===== config.mk =====
export PLATFORM = sky130hd
export DESIGN_NAME = rr_mux_sel_gen
export DESIGN_NICKNAME = d
export VERILOG_FILES = /design/src/rtl/rr_mux_sel_gen_pkg.sv /design/src/rtl/rr_mux_sel_gen_pick.sv /design/src/rtl/rr_mux_sel_gen.sv
export SDC_FILE = /design/constraint.sdc
export NUM_CORES = 1
export LEC_CHECK = 0
export CORE_UTILIZATION = 52
export CTS_CLUSTER_DIAMETER = 100
export DETAILED_ROUTE_END_ITERATION = 8
export GPL_TIMING_DRIVEN = 0
export PLACE_DENSITY_LB_ADDON = 0.2
export SYNTH_ARGS = -nofsm -noshare
export SYNTH_HDL_FRONTEND = slang
export SYNTH_SLANG_ARGS = --single-unit

===== constraint.sdc =====
create_clock -name clk -period 5.1 [get_ports clk]
set_input_delay 1.02 -clock clk [delete_from_list [all_inputs] [get_ports clk]]
set_output_delay 1.02 -clock clk [all_outputs]
set_load 0.02 [all_outputs]

===== src/rtl/rr_mux_sel_gen_pkg.sv =====
// Shared encodings and helpers for the round-robin 3:1 mux select generator.
// Optional RR_LOCK_EN build macro enables grant locking in the top.
package rr_mux_pkg;

    localparam int NUM_SRC = 3;

    localparam logic [1:0] SEL_D0 = 2'b00;
    localparam logic [1:0] SEL_D1 = 2'b01;
    localparam logic [1:0] SEL_D2 = 2'b10;

    typedef enum logic {
        IDLE,
        BUSY
    } state_t;

    // Modulo-3 increment of a source index.
    function automatic logic [1:0] next_idx(input logic [1:0] i);
        return (i >= 2'd2) ? 2'd0 : i + 2'd1;
    endfunction

    function automatic logic [1:0] idx_to_sel(input logic [1:0] i);
        case (i)
            2'd1:    return SEL_D1;
            2'd2:    return SEL_D2;
            default: return SEL_D0;
        endcase
    endfunction

    function automatic logic [1:0] sel_to_idx(input logic [1:0] s);
        case (s)
            SEL_D1:  return 2'd1;
            SEL_D2:  return 2'd2;
            default: return 2'd0;
        endcase
    endfunction

endpackage


===== src/rtl/rr_mux_sel_gen_pick.sv =====
// Combinational round-robin pick: first requester at or after ptr, mod 3.
// Produces a one-hot pick vector and the matching source index.
module rr_pick
    import rr_mux_pkg::*;
(
    input  logic [NUM_SRC-1:0] req,
    input  logic [1:0]         ptr,
    output logic [NUM_SRC-1:0] pick,
    output logic [1:0]         idx,
    output logic               any
);

    logic [3:0] req_ext;
    logic [1:0] c0;
    logic [1:0] c1;
    logic [1:0] c2;

    always_comb begin
        req_ext = {1'b0, req};
        c0      = (ptr == 2'd3) ? 2'd0 : ptr;
        c1      = next_idx(c0);
        c2      = next_idx(c1);
        any     = |req;
        idx     = c0;
        if (!req_ext[c0]) begin
            if (req_ext[c1]) begin
                idx = c1;
            end else if (req_ext[c2]) begin
                idx = c2;
            end
        end
        pick = any ? (3'b001 << idx) : 3'b000;
    end

endmodule


===== src/rtl/rr_mux_sel_gen.sv =====
// Round-robin arbiter driving 3:1 mux selects and capturing the selected data.
// Define RR_LOCK_EN to let lock hold the current grant across transfers.
module rr_mux_sel_gen
    import rr_mux_pkg::*;
#(
    parameter int WIDTH = 1
) (
    input  logic             clk,
    input  logic             rst_n,
    input  logic [2:0]       req,
    input  logic [WIDTH-1:0] d0,
    input  logic [WIDTH-1:0] d1,
    input  logic [WIDTH-1:0] d2,
    output logic [2:0]       gnt,
    output logic             s1,
    output logic             s0,
    output logic [WIDTH-1:0] out_data,
    output logic             out_valid,
    input  logic             out_ready,
    input  logic             lock
);

    state_t     state;
    state_t     state_n;
    logic [1:0] ptr;
    logic [1:0] ptr_n;
    logic [1:0] ptr_acc;
    logic [1:0] pick_ptr;
    logic [1:0] sel;
    logic [1:0] cur_idx;
    logic [2:0] pick;
    logic [1:0] pick_idx;
    logic       pick_any;
    logic       accept;
    logic       load;
    logic       go_idle;
    logic [WIDTH-1:0] dsel;

    assign accept  = out_valid & out_ready;
    assign cur_idx = sel_to_idx(sel);

`ifdef RR_LOCK_EN
    assign ptr_acc = lock ? cur_idx : next_idx(cur_idx);
`else
    logic unused_lock;
    assign unused_lock = lock;
    assign ptr_acc     = next_idx(cur_idx);
`endif

    // A busy accept re-arbitrates against the already-advanced pointer.
    assign pick_ptr = (state == BUSY && accept) ? ptr_acc : ptr;

    rr_pick u_pick (
        .req  (req),
        .ptr  (pick_ptr),
        .pick (pick),
        .idx  (pick_idx),
        .any  (pick_any)
    );

    always_comb begin
        case (pick_idx)
            2'd1:    dsel = d1;
            2'd2:    dsel = d2;
            default: dsel = d0;
        endcase
    end

    always_comb begin
        state_n = state;
        ptr_n   = ptr;
        load    = 1'b0;
        go_idle = 1'b0;
        case (state)
            IDLE: begin
                if (pick_any) begin
                    load    = 1'b1;
                    state_n = BUSY;
                end
            end
            BUSY: begin
                if (accept) begin
                    ptr_n = ptr_acc;
                    if (pick_any) begin
                        load = 1'b1;
                    end else begin
                        go_idle = 1'b1;
                        state_n = IDLE;
                    end
                end
            end
            default: state_n = IDLE;
        endcase
    end

    always_ff @(posedge clk or negedge rst_n) begin
        if (!rst_n) begin
            state     <= IDLE;
            ptr       <= 2'd0;
            gnt       <= 3'b000;
            sel       <= SEL_D0;
            out_data  <= '0;
            out_valid <= 1'b0;
        end else begin
            state <= state_n;
            ptr   <= ptr_n;
            if (load) begin
                gnt       <= pick;
                sel       <= idx_to_sel(pick_idx);
                out_data  <= dsel;
                out_valid <= 1'b1;
            end else if (go_idle) begin
                gnt       <= 3'b000;
                out_valid <= 1'b0;
            end
        end
    end

    assign s1 = sel[1];
    assign s0 = sel[0];

endmodule


==> results_dict.tcl <==
set metrics [dict create \
    outcome "finished, final reports clean" \
    num_rows 13 \
    synthArstFlopShare_pct 100 \
    drive_gt1_share_pct 17.9 \
    die_y_um 39.9 \
    cpMaxStageDelayCell "clkdlybuf4s50_1" \
    routabilityCongestion 0.724 \
    hold_slack_ns 0.512 \
    wl_met2_um 728 \
    fp.dieW_um 39.9 \
    max-cap-violations 0 \
    grt_pass1_wl_mm 2.19 \
    fmax_ghz 0.255 \
    required_ns 5.27 \
    start_util_pct 56.7 \
    synth-main-ff-cell "dfrtp_1" \
    topRoutingLayerUsed "met3" \
    fin_setup_tns_ns 0 \
    worst-path-max-fanout 7 \
    cts_resized 0 \
    ys_ff_latch 10 \
    dpl.hpwl_mm 1.12 \
    syn_area_um2 747 \
    yosys_warnings 0 \
    path_cells "clkdlybuf4s50_1 > nand3_1 > mux2i_1 > inv_1 > ha_1 > buf_6 > mux2i_1 > nor2_2 > nor3_2 > a211oi_1 > ha_1 > nand2_1 > o21ai_0 > mux2_2" \
    synth_cell_types 27 \
    drc 0 \
    cp.buffers_inverters 3 \
    vdd_drop_max_mv 0.376 \
    synth_edf_count 0 \
    met3_length_um 74 \
    final_max_slew_viol_count 0 \
    p_leak_nw 0.437 \
    grt_setup_unrepaired "no" \
    cpPeakStageDelay_ns 0.48 \
    syn_nets 96 \
    end_kind "flop" \
    drtAntennaViolNets 0 \
    hold_violations 0 \
    powerDensity_nw_per_um2 690 \
    path_clk_slew_ns 0.07 \
    wl_met1_um 613 \
    syn-mean-instance-area_um2 9.83 \
    start_kind "input pin" \
    worst_pin_slew_ns 0.454 \
    antenna_found_initial 0 \
    clkSinkCount 10 \
    cts_tree "built" \
    num_io_pins 17 \
    ctsHoldBuffers 0 \
    period_needed_ns 3.92 \
    yosysSeqAreaShare_pct 33.5 \
    clkLatencyLatePin_ns 0.27 \
    avgRoutedWirePerCell_um 12.9 \
    cp_top_family "multiplexers" \
    criticalPathCategory "input pin to flop" \
    firstDrtPassIters 5 \
    netlist_instances 76 \
    drt-total-wl_mm 1.42 \
    finalSetupViolations 0 \
    worstHoldPathType "flop to flop" \
    syn_to_final_growth_pct 27.5 \
    core_um2 1320 \
    htreeDepth 1 \
    post-cts-setup-buffer-count 0 \
    numCtsBuffers 3 \
    die_area_um2 1590 \
    clk_path_buf_depth 2 \
    n_fill_cell 98 \
    viasPerCell 5.46 \
    numPortBuffers 15 \
    finClkSkew_ns 0.00217 \
    fin_crit_sh_pct 76.8 \
    grt_max_degree 11 \
    grt_pass1_vias 552 \
    n_antenna_cell 0 \
    relSlewSlack_pct 69.6 \
    grt_usage_pct 21.5 \
    nets 116 \
    ctsRootBufferMaster "clkbuf_4" \
    critPathArrivalTime_ns 4.08 \
    num_vias 601 \
    first_iter_violations 7 \
    grt_overflow 0 \
]
worst reg2reg max path: cells and delay by family, from the launching register on:
family          cells  cell delay (ns)
mux                 3             0.74
buf+inv             2             0.25
compound gates      2             0.46
fa+ha+maj           2             0.54
simple gates        4             0.59
flops               1             0.41
worst paths after layout:
check | endpoint | from | cells past startpoint | slack (ns)
worst max-delay path | out_data | out_ready | 14 | 1.18
worst min-delay path | out_data | out_data | 1 | 0.51
worst max register to register | out_data | out_valid | 13 | 1.99
worst min register to register | out_data | out_data | 1 | 0.51
max in group asynchronous | ptr[1] | rst_n | 1 | 3.73
min in group asynchronous | out_data | rst_n | 1 | 1.06
layout by cell type (no fill, tap or decap), types with 2 or more instances in the layout:
master            n
buf_6             2
nor3_2            2
dfrtp_1          10
nand2_1          14
o21ai_0           8
ha_1             10
mux2i_1           4
clkbuf_4          3
clkdlybuf4s50_1  15
nor2b_1           3
mux2_2            3
inv_1             3
through the flow:
stage          power (W)  util [%]  worst slack, ns  cells  instance area (µm²)
4_1_cts         0.000664      72.3             1.17    110                  952
3_5_place_dp    0.000582      69.5            0.906    106                  916
3_3_place_gp    0.000569      69.5            0.932    106                  916
2_1_floorplan   0.000468         -             1.67     76                  747
6_report        0.000657      72.3             1.18    110                  952
5_1_grt         0.000728      72.3            0.840    110                  952
synthesized netlist by cell type (2+ instances only):
master,count,share of area [%]
buf_6,2,3.0
dfrtp_1,10,34
ha_1,10,17
inv_1,3,1.5
mux2_2,3,4.5
mux2i_1,4,5.4
nand2_1,14,7.0
nor2b_1,3,2.5
nor3_2,2,2.7
o21ai_0,8,5.4
report_power, final:
group / total, W / switching (W) / internal (W)
Clock: 0.0000749 / 0.0000314 / 0.0000434
Sequential: 0.000127 / 0.0000164 / 0.000110
Combinational: 0.000456 / 0.000242 / 0.000214
Total: 0.000657 / 0.000290 / 0.000368
layer usage:
| layer | vias up | GRT usage, % |
|---|---|---|
| li1 | 302 | - |
| met1 | 278 | 24.4 |
| met2 | 21 | 36.7 |
| met3 | 0 | 5.11 |
| met4 | 0 | 11.2 |
| met5 | - | 0 |
cell type report:
type                       count  area, µm²  area share (%)
inverter                       3       11.3            1.18
sequential                    10        250            26.3
multi-input combinational     60        458            48.1
timing repair buffer          15        150            15.8
buffer                         3       27.5            2.89
clock buffer                   4       36.3            3.81
tap                           15       18.8            1.97
logic make-up (layout without fill, tap and decap cells):
kind of cell | after synthesis | after routing | share of synthesized area [%]
multiplexers | 8 | 8 | 11.9
adder cells (fa/ha/maj) | 10 | 10 | 16.8
flip-flops | 10 | 10 | 33.5
AO/OA/AOI/OAI | 19 | 19 | 17.4
buffers and inverters | 6 | 25 | 5.19
AND/OR/NAND/NOR | 23 | 23 | 15.2
flip-flops by register name, indices dropped and copies added (netlist names):
| signal | flops |
|---|---|
| out_data | 1 |
| sel | 2 |
| gnt | 3 |
| ptr | 2 |
| out_valid | 1 |
| state | 1 |
Note: power is estimated with default switching activity, not from simulation.
